$ cat config.mk
export PLATFORM = sky130hd
export DESIGN_NAME = br_fifo_shared_pop_wrr_arbiter
export DESIGN_NICKNAME = d
export VERILOG_FILES = /design/src/rtl/br_fifo_shared_pop_wrr_arbiter_pkg.sv /design/src/rtl/br_fifo_shared_pop_wrr_arbiter_port.sv /design/src/rtl/br_fifo_shared_pop_wrr_arbiter.sv
export SDC_FILE = /design/constraint.sdc
export NUM_CORES = 1
export LEC_CHECK = 0
export BUFFER_PORTS_ARGS = -buffer_cell sky130_fd_sc_hd__buf_2
export CORE_MARGIN = 4
export CORE_UTILIZATION = 49
export DETAILED_ROUTE_END_ITERATION = 6
export PLACE_DENSITY = 0.71
export SYNTH_ARGS = -nofsm -noshare
export SYNTH_HDL_FRONTEND = slang
export SYNTH_SLANG_ARGS = --single-unit
$ cat constraint.sdc
create_clock -name clk -period 2.4 [get_ports clk]
set_input_delay 0.48 -clock clk [delete_from_list [all_inputs] [get_ports clk]]
set_output_delay 0.48 -clock clk [all_outputs]
set_load 0.01 [all_outputs]
$ cat src/rtl/br_fifo_shared_pop_wrr_arbiter_pkg.sv
// ---------------------------------------------------------------------------
// br_fifo_shared_pop_wrr_arbiter_pkg
//
// Purpose: shared helpers for the pop-side weighted round-robin arbiter of the
//          shared dynamic multi-FIFO. The weight and credit widths are local
//          parameters of the modules, so this package defines no types. It
//          holds only sizing helpers.
// ---------------------------------------------------------------------------
package br_fifo_shared_pop_wrr_arbiter_pkg;

    // Width of the round-robin pointer. It is never narrower than one bit,
    // so a degenerate configuration still elaborates.
    function automatic int ptr_width(input int num_fifos);
        return (num_fifos <= 2) ? 1 : $clog2(num_fifos);
    endfunction

endpackage : br_fifo_shared_pop_wrr_arbiter_pkg

$ cat src/rtl/br_fifo_shared_pop_wrr_arbiter_port.sv
// ---------------------------------------------------------------------------
// br_fifo_shared_pop_wrr_arbiter_port
//
// Purpose: a weighted round-robin arbiter for one read port. It keeps a
//          pointer and one credit counter per FIFO. The grant is a
//          combinational function of the requests and the current state.
//          State advances only on a commit (enable_priority_update with a
//          nonzero grant).
//
// Ports:
//   clk                     clock
//   rst                     asynchronous reset, active high
//   cfg_weight              per-FIFO weight; a weight of 0 acts as 1
//   request                 per-FIFO request
//   grant                   one-hot grant, or zero when there is no request
//   enable_priority_update  commits the current grant and advances state
//   round_start             high when this grant reloads all credits
// ---------------------------------------------------------------------------
module br_fifo_shared_pop_wrr_arbiter_port
    import br_fifo_shared_pop_wrr_arbiter_pkg::*;
#(
    parameter int NumFifos    = 2,
    parameter int WeightWidth = 4
) (
    input  logic                                 clk,
    input  logic                                 rst,
    input  logic [NumFifos-1:0][WeightWidth-1:0] cfg_weight,
    input  logic [NumFifos-1:0]                  request,
    output logic [NumFifos-1:0]                  grant,
    input  logic                                 enable_priority_update,
    output logic                                 round_start
);

    localparam int PtrWidth = ptr_width(NumFifos);

    typedef logic [PtrWidth-1:0]    ptr_t;
    typedef logic [WeightWidth-1:0] credit_t;

    localparam ptr_t    LastIdx   = ptr_t'(NumFifos - 1);
    localparam credit_t CreditOne = credit_t'(1);

    ptr_t                                 r_ptr;
    logic [NumFifos-1:0][WeightWidth-1:0] r_credit;

    logic [NumFifos-1:0][WeightWidth-1:0] w_eff_weight;
    logic [NumFifos-1:0]                  w_credit_nz;
    logic [NumFifos-1:0]                  w_eligible;
    logic                                 w_any_req;
    logic                                 w_any_elig;
    logic                                 w_replenish;
    logic                                 w_commit;
    ptr_t                                 w_elig_idx;
    ptr_t                                 w_req_idx;
    ptr_t                                 w_grant_idx;
    credit_t                              w_granted_credit;
    logic [NumFifos-1:0][WeightWidth-1:0] w_credit_nxt;
    ptr_t                                 w_ptr_nxt;

    // Finds the first set bit of vec in circular order, starting at index
    // start (inclusive). It rotates the vector right by start, takes the
    // lowest set bit, and maps that offset back to an absolute index.
    function automatic ptr_t first_from(input logic [NumFifos-1:0] vec,
                                        input ptr_t                start);
        logic [2*NumFifos-1:0] dbl;
        logic [NumFifos-1:0]   rot;
        ptr_t                  off;
        logic [PtrWidth:0]     sum;
        dbl = {vec, vec} >> start;
        rot = dbl[NumFifos-1:0];
        off = '0;
        for (int k = NumFifos - 1; k >= 0; k--) begin
            if (rot[k]) off = ptr_t'(k);
        end
        sum = {1'b0, start} + {1'b0, off};
        if (sum >= (PtrWidth+1)'(NumFifos)) sum = sum - (PtrWidth+1)'(NumFifos);
        return sum[PtrWidth-1:0];
    endfunction

    always_comb begin
        w_eff_weight = cfg_weight;
        w_credit_nz  = '0;
        for (int i = 0; i < NumFifos; i++) begin
            if (cfg_weight[i] == '0) w_eff_weight[i] = CreditOne;
            w_credit_nz[i] = |r_credit[i];
        end
    end

    assign w_eligible  = request & w_credit_nz;
    assign w_any_req   = |request;
    assign w_any_elig  = |w_eligible;
    // A replenish happens when FIFOs are requesting but every one of them
    // has used up its credit.
    assign w_replenish = w_any_req & ~w_any_elig;
    assign w_commit    = enable_priority_update & w_any_req;

    assign w_elig_idx  = first_from(w_eligible, r_ptr);
    assign w_req_idx   = first_from(request, r_ptr);
    assign w_grant_idx = w_any_elig ? w_elig_idx : w_req_idx;

    assign grant       = w_any_req ? (NumFifos'(1) << w_grant_idx) : '0;
    assign round_start = w_replenish;

    // On a normal grant the granted credit is nonzero, so decrementing it
    // cannot underflow. On a replenish the granted FIFO spends one credit
    // from the freshly loaded weight.
    assign w_granted_credit = w_replenish ? (w_eff_weight[w_grant_idx] - CreditOne)
                                          : (r_credit[w_grant_idx] - CreditOne);

    always_comb begin
        w_credit_nxt = r_credit;
        w_ptr_nxt    = r_ptr;
        if (w_commit) begin
            // A reload overwrites every credit, so credits left unused by
            // idle FIFOs are thrown away instead of building up.
            if (w_replenish) w_credit_nxt = w_eff_weight;
            w_credit_nxt[w_grant_idx] = w_granted_credit;
            // The pointer stays on the granted FIFO while it still has credit,
            // which gives it a burst. Once the credit is spent, the pointer
            // moves to the next FIFO.
            if (w_granted_credit == '0) begin
                w_ptr_nxt = (w_grant_idx == LastIdx) ? '0 : (w_grant_idx + ptr_t'(1));
            end else begin
                w_ptr_nxt = w_grant_idx;
            end
        end
    end

    always_ff @(posedge clk or posedge rst) begin
        if (rst) begin
            r_ptr    <= '0;
            r_credit <= '0;
        end else begin
            r_ptr    <= w_ptr_nxt;
            r_credit <= w_credit_nxt;
        end
    end

    a_grant_onehot0 : assert property (@(posedge clk) disable iff (rst)
        $onehot0(grant));
    a_grant_subset : assert property (@(posedge clk) disable iff (rst)
        (grant & ~request) == '0);
    a_work_conserving : assert property (@(posedge clk) disable iff (rst)
        (|request) |-> (|grant));
    a_round_start_grant : assert property (@(posedge clk) disable iff (rst)
        round_start |-> (|grant));
    a_inputs_known : assert property (@(posedge clk) disable iff (rst)
        !$isunknown({request, enable_priority_update}));

endmodule : br_fifo_shared_pop_wrr_arbiter_port

$ cat src/rtl/br_fifo_shared_pop_wrr_arbiter.sv
// ---------------------------------------------------------------------------
// br_fifo_shared_pop_wrr_arbiter
//
// Purpose: the pop-side weighted round-robin arbiter for the shared dynamic
//          multi-FIFO. It contains one independent arbiter per read port, and
//          all ports share the same weight configuration. The arbiter always
//          grants when any request is present, so the controller can assume
//          ArbiterAlwaysGrants.
//
// Ports:
//   clk                     clock
//   rst                     asynchronous reset, active high
//   cfg_weight              per-FIFO weight, sent to every port
//   request                 per-port, per-FIFO request
//   grant                   per-port grant, one-hot or zero
//   enable_priority_update  per-port commit of the current grant
//   round_start             per-port flag marking a credit reload
// ---------------------------------------------------------------------------
module br_fifo_shared_pop_wrr_arbiter
    import br_fifo_shared_pop_wrr_arbiter_pkg::*;
#(
    parameter int NumReadPorts = 1,
    parameter int NumFifos     = 2,
    parameter int WeightWidth  = 4
) (
    input  logic                                 clk,
    input  logic                                 rst,
    input  logic [NumFifos-1:0][WeightWidth-1:0] cfg_weight,
    input  logic [NumReadPorts-1:0][NumFifos-1:0] request,
    output logic [NumReadPorts-1:0][NumFifos-1:0] grant,
    input  logic [NumReadPorts-1:0]               enable_priority_update,
    output logic [NumReadPorts-1:0]               round_start
);

    for (genvar p = 0; p < NumReadPorts; p++) begin : g_port
        br_fifo_shared_pop_wrr_arbiter_port #(
            .NumFifos    (NumFifos),
            .WeightWidth (WeightWidth)
        ) u_port (
            .clk                    (clk),
            .rst                    (rst),
            .cfg_weight             (cfg_weight),
            .request                (request[p]),
            .grant                  (grant[p]),
            .enable_priority_update (enable_priority_update[p]),
            .round_start            (round_start[p])
        );
    end

endmodule : br_fifo_shared_pop_wrr_arbiter

==> impl_results.md, run 1 <==
* Design Area, Final at 1330 µm²
* Seq cells post-synth at 9
* Hold Vio Cnt, Final at 0
* Post-route minimum period at 2570 ps
* RSZ-0062 raised after global routing: yes
* CP arrival at 2700 ps
* Ant. Diodes at 0
* Standard-cell rows at 15
* Pleak at 0.608 nW
* Final nets at 172
* Largest family of logic cells by synthesized area: compound AO/OA/AOI/OAI gates
* Period utilization at 107%
* Area share of and/or/nand/nor cells after synthesis at 25.9%
* Final Setup Violations at 4
* Fin cells at 181
* Ports at 16
* Kind of critical path: register to register
* TritonRoute pass-1 iters at 4
* DRT Wirelength at 3.15 mm
* 1st-iter DRT viols at 47
* CTS buffer count at 3
* Gate Count Post-Synth at 109
* Area grow syn2layout at 49.3%
* Proportion of synthesized area in mux cells at 3.36%
* Xor/xnor share of the synthesized area at 3.78%
* Start point of the critical path: g_port[0].u_port.r_credit[6]
* Ys async rst share at 100%
* Clk Latency, worst-skew pair at 260 ps
* Gr ovfl total at 0
* Setup TNS Final at -342 ps
* Die area at 2570 µm²
* CP Max Fanout at 8
* Die height at 50.7 µm
* Routed length on met3 at 248 µm
* Post-Syn Nets at 124
* Via/cell ratio at 5.97
* Vias after detailed routing at 1080
* CP endpoint kind: register
* Adder-cell share of the synthesized area at 2.80%
* Placed cells at 168
* Met2 routed WL at 1.68 mm
* Worst min-delay path category: primary input to async pin
* Max Slew Vio Count at 0
* Syn. warnings at 0
* Maximum clock path buffer count at 2
* Clk_skew at 2.37 ps
* Starting density of the core at 51.7%
* Root buffer selected by CTS: clkbuf_4
* Sequential area share after synthesis at 25.2%
* Mapped cell area at 893 µm²
* Synth Area in Compound Gates at 34.2%
* Synth unique cells at 42
* Core Area at 1730 µm²
* Min Hold Slack at 166 ps
* DRC Markers at 0
* # hold bufs at CTS at 0
* GP Congestion at 0.955
* ANT nets after route at 0
* Final Total Pwr at 0.00173 W
* I/O Buffers at 15
* Number of global-route vias before repair at 1042
* Area after DPL at 1160 µm²
* Achievable frequency at 389 MHz
* Mean routed wirelength per cell at 17.4 µm
* Slack of the critical path at -170 ps
* Cell Pwr Density at 1300 nW/µm²
* Hpwl dp at 2.30 mm
* Initial antenna violation count at 0
* Max-Cap Viols at 0
* Die X at 50.7 µm
* Max layer used: met4
* Largest net degree at the start of global routing at 11
* Layout cell share with drive strength beyond 1 at 50.0%
* Top_reg_cell synth: dfrtp_1
* Avg Cell Area, Syn at 8.20 µm²
* Status: finished, violations left
* Total track usage at 25.0%
* Post-synth EDFFs at 0
* VDD IR max at 0.771 mV
* FF-to-FF Start: g_port[0].u_port.r_credit[6]
* H-tree Lvls at 1
* Wl on met1 at 1.16 mm
* CTS clk-pin slew, worst paths at 70 ps
* Required @ worst endpoint at 2530 ps
* Failing checks: negative setup slack
* Setup crit start kind: register
* Clk sinks at 9
* Worst Tran Pin Value at 463 ps
* Slew margin rel. at 69.1%
* CTS tree: yes
* First-pass GRT wire length at 4.87 mm
[synth_stat cells, types with 2 or more instances]
library cell / count / share of area [%]
mux2i_1: 3 / 3.4
a21oi_1: 7 / 3.9
nand3_1: 2 / 1.1
a22oi_1: 3 / 2.5
o21ai_0: 7 / 3.9
inv_1: 5 / 2.1
o211ai_1: 2 / 1.7
nor3_1: 4 / 2.2
nor2_1: 14 / 5.9
a21o_1: 2 / 1.7
nand2_1: 16 / 6.7
clkbuf_1: 2 / 0.84
dfrtp_1: 9 / 25
a211oi_1: 3 / 2.5
ha_1: 2 / 2.8
nor2b_1: 2 / 1.4
[worst max-delay path, cell delays in order (launching register included)]
cell	delay (ps)
dfrtp_1	430
nor4_4	390
a21o_1	270
nand2_4	100
inv_8	90
a21o_1	160
nor2_2	60
nor2_2	120
inv_2	60
ha_4	160
xor2_1	190
a211oi_1	120
a21oi_1	170
o311ai_2	120
[kinds of logic (layout without fill, tap and decap cells)]
family,Yosys count,count (layout)
buffers and inverters,9,56
xor gates and xnor gates,3,3
muxes,3,3
adders and majority gates,2,2
AOI/OAI and AO/OA,37,37
and+or+nand+nor,46,46
DFF,9,9
[where the power goes]
group	internal [W]	leakage, nW	switching (W)	total [W]
Clock	0.0000616	0.0177	0.0000581	0.000120
Sequential	0.000227	0.107	0.000107	0.000334
Combinational	0.000611	0.483	0.000668	0.00128
[sequential cells by signal, summed over array words and instances, names as in the netlist]
register	count
g_port.u_port.r_credit	8
g_port.u_port.r_ptr	1
[area by class of cell]
type,count,area [µm²]
sequential,9,228
tap,25,31.3
inverter,6,30.0
multi-input combinational,91,698
timing repair buffer,46,319
clock buffer,3,22.5
fill,134,393
clock inverter,1,5.00
[layout by cell type, fill, tap and decap left out, types with 2 or more instances in the layout]
cell type and instances:
dfrtp_2 2, mux2i_1 3, inv_1 4, nand2_2 2, nor2_2 3, nand3_1 2
clkbuf_4 3, a211oi_1 2, buf_2 15, o21ai_0 7, nand2_4 2, dfrtp_1 7
buf_4 28, a21oi_1 6, nand2_1 14, o211ai_1 2, nor2_1 11, nor3_1 4
a21o_1 2, a22oi_1 3, buf_6 3, nor2b_1 2
[worst paths after layout]
path,endpoint,slack [ps],depth (start not counted)
min,g_port[0].u_port.r_credit[5],170,2
max,g_port[0].u_port.r_ptr,-170,13
max in group asynchronous,g_port[0].u_port.r_credit[7],1960,2
max reg2reg,g_port[0].u_port.r_ptr,-170,13
min reg2reg,g_port[0].u_port.r_credit[1],630,2
min in group clk,g_port[0].u_port.r_credit[3],540,3
[per-layer routing]
metal | up-vias | global-route usage (%)
li1 | 498 | -
met4 | 0 | 5.83
met2 | 64 | 46.1
met3 | 8 | 2.67
met5 | - | 0
met1 | 510 | 30.8
[per-stage QoR]
stage	worst slack, ps	utilization [%]
after floorplan	-29.7	-
after global placement	-71.2	67.1
after detailed placement	-154	67.1
after CTS	-22.4	73.6
after global routing	-229	77.2
final	-170	77.2
[what timing repair did]
| action | in CTS | in global routing |
|---|---|---|
| pin swaps | 7 | 10 |
| resized for setup | 9 | 10 |
| setup endpoints to repair | 6 | 9 |
| buffers inserted | 6 | 3 |
(Power assumes the default switching activity.)
==> run 2, diff against run 1 <==
Clock period 2.4 ns to 2.25 ns, I/O delays scaled along.
==> impl_results.md, run 2 (synthesis results as in run 1) <==
* Die X at 50.7 µm (unchanged)
* VDD IR max at 0.981 mV (was 0.771 mV)
* Final nets at 180 (was 172)
* Biggest regs: g_port.u_port.r_credit x8, g_port.u_port.r_ptr x1 (unchanged)
* Ports at 16 (unchanged)
* Fin cells at 189 (was 181)
* Failing checks: negative setup slack (unchanged)
* Min Hold Slack at 139 ps (was 166 ps)
* CTS buffer count at 3 (unchanged)
* Starting density of the core at 51.7% (unchanged)
* Largest net degree at the start of global routing at 11 (unchanged)
* Worst path max stage delay at 420 ps (was 430 ps)
* Net Switching at 0.000975 W (was 0.000833 W)
* Hold Vio Cnt, Final at 0 (unchanged)
* RSZ-0062 raised after global routing: yes (unchanged)
* ANT nets after route at 0 (unchanged)
* Die height at 50.7 µm (unchanged)
* CP endpoint kind: register (unchanged)
* Worst Tran Pin Value at 373 ps (was 463 ps)
* Initial antenna violation count at 0 (unchanged)
* Area grow syn2layout at 62.7% (was 49.3%)
* Required @ worst endpoint at 2380 ps (was 2530 ps)
* Clock power frac at 6.0% (was 6.9%)
* Design Area, Final at 1450 µm² (was 1330 µm²)
* Maximum clock path buffer count at 2 (unchanged)
* Achievable frequency at 409 MHz (was 389 MHz)
* Most common cell after layout, fill and taps aside: buf_4 (unchanged)
* Standard-cell rows at 15 (unchanged)
* CTS tree: yes (unchanged)
* CP Cell Sequence: nor4_4 -> a21o_1 -> nand2_4 -> inv_8 -> mux2i_1 -> mux2i_2 -> a221oi_4 -> xor2_2 -> o311ai_2 (was nor4_4 -> a21o_1 -> nand2_4 -> inv_8 -> a21o_1 -> nor2_2 -> nor2_2 -> inv_2 -> ha_4 -> xor2_1 -> a211oi_1 -> a21oi_1 -> o311ai_2)
* 1st-iter DRT viols at 30 (was 47)
* Worst min-delay path category: primary input to async pin (unchanged)
* TritonRoute pass-1 iters at 4 (unchanged)
* Total track usage at 28.8% (was 25.0%)
* GP Congestion at 0.947 (was 0.955)
* DRT Wirelength at 3.29 mm (was 3.15 mm)
* Final Setup Violations at 10 (was 4)
* Pleak at 0.653 nW (was 0.608 nW)
* Cell Pwr Density at 1460 nW/µm² (was 1300 nW/µm²)
* CP arrival at 2580 ps (was 2700 ps)
* Slack of the critical path at -198 ps (was -170 ps)
* CTS clk-pin slew, worst paths at 60 ps (was 70 ps)
* Post-route minimum period at 2450 ps (was 2570 ps)
* Clk sinks at 9 (unchanged)
* DRC Markers at 0 (unchanged)
* CP Max Fanout at 5 (was 8)
* Internal at 0.00115 W (was 0.000900 W)
* I/O Buffers at 15 (unchanged)
* Layout cell share with drive strength beyond 1 at 56.1% (was 50.0%)
* R2R setup slack at -200 ps (was -170 ps)
* Hpwl dp at 2.32 mm (was 2.30 mm)
* Status: finished, violations left (unchanged)
* Number of global-route vias before repair at 1169 (was 1042)
* Mean routed wirelength per cell at 17.4 µm (about the same)
* Slowest CP cell: dfrtp_1 (unchanged)
* Max-Cap Viols at 0 (unchanged)
* Gr ovfl total at 0 (unchanged)
* Core Area at 1730 µm² (unchanged)
* Vias after detailed routing at 1099 (was 1080)
* Placed cells at 176 (was 168)
* Comb power frac at 78.2% (was 73.8%)
* Period utilization at 109% (was 107%)
* Kind of critical path: register to register (unchanged)
* Root buffer selected by CTS: clkbuf_4 (unchanged)
* Number of flip-flops in the largest register at 8 (unchanged)
* Die area at 2570 µm² (unchanged)
* Final Util at 84.2% (was 77.2%)
* Seq pwr share at 15.8% (was 19.3%)
* H-tree Lvls at 1 (unchanged)
* Area after DPL at 1210 µm² (was 1160 µm²)
* Clk Latency, worst-skew pair at 270 ps (was 260 ps)
* Max Slew Vio Count at 0 (unchanged)
* Slew margin rel. at 75.1% (was 69.1%)
* Sw frac at 45.8% (was 48.1%)
* Clk_skew at 6.37 ps (was 2.37 ps)
* # hold bufs at CTS at 0 (unchanged)
* Via/cell ratio at 5.81 (was 5.97)
* Top reg by flops: g_port.u_port.r_credit (unchanged)
* Ant. Diodes at 0 (unchanged)
* Setup crit start kind: register (unchanged)
* Most frequent cells in the layout: buf_4 (34), nand2_1 (14), buf_2 (14) (was buf_4 (28), buf_2 (15), nand2_1 (14))
* First-pass GRT wire length at 5.40 mm (was 4.87 mm)
[run 2: path summary, 6_finish.rpt]
check                                          endpoint  cells past startpoint                    startpoint
setup / recovery                 g_port[0].u_port.r_ptr                      9  g_port[0].u_port.r_credit[6]
hold / removal             g_port[0].u_port.r_credit[3]                      2                           rst
setup reg to reg                 g_port[0].u_port.r_ptr                      9  g_port[0].u_port.r_credit[6]
hold reg to reg            g_port[0].u_port.r_credit[1]                      3  g_port[0].u_port.r_credit[1]
max in group asynchronous  g_port[0].u_port.r_credit[7]                      2                           rst
min in group clk           g_port[0].u_port.r_credit[3]                      3                 cfg_weight[3]
[run 2: per-stage QoR]
stage,TNS [ps],power (W),setup slack [ps]
after floorplan,-302,0.00103,-180
after global placement,-637,0.00150,-176
after detailed placement,-996,0.00153,-212
after CTS,-530,0.00196,-114
after global routing,-2090,0.00225,-308
final,-1140,0.00213,-198
[run 2: critical path, delay by kind of cell (launching register included)]
family                 cells  cell delay [ps]
AO/OA/AOI/OAI              3              650
AND/OR/NAND/NOR            2              470
multiplexers               2              450
flip-flops                 1              420
XOR/XNOR                   1              250
buffers and inverters      1               80
[run 2: layout make-up]
type,count,area [µm²]
sequential,9,226
timing repair buffer,54,393
clock buffer,4,26.3
inverter,6,30.0
tap,25,31.3
fill,103,273
multi-input combinational,91,747
[run 2: power groups by stage]
stage          combinational, W  sequential (W)  clock (W)
2_1_floorplan          0.000715        0.000319          0
4_1_cts                 0.00150        0.000332   0.000129
3_5_place_dp            0.00120        0.000327          0
6_report                0.00167        0.000335   0.000128
5_1_grt                 0.00177        0.000346   0.000140
3_3_place_gp            0.00118        0.000319          0
[run 2: per-layer routing]
| metal | track usage [%] | share of wire [%] | vias to the layer above |
|---|---|---|---|
| met5 | 0 | 0 | - |
| met4 | 17.5 | 2.8 | 0 |
| met3 | 5.64 | 6.4 | 11 |
| met2 | 51.1 | 53 | 56 |
| met1 | 31.3 | 38 | 519 |
| li1 | - | - | 513 |
[run 2: what timing repair did]
item	CTS	global route
endpoints found under the setup margin	9	9
pin swaps	14	15
resized for setup	19	13
buffers inserted	6	3
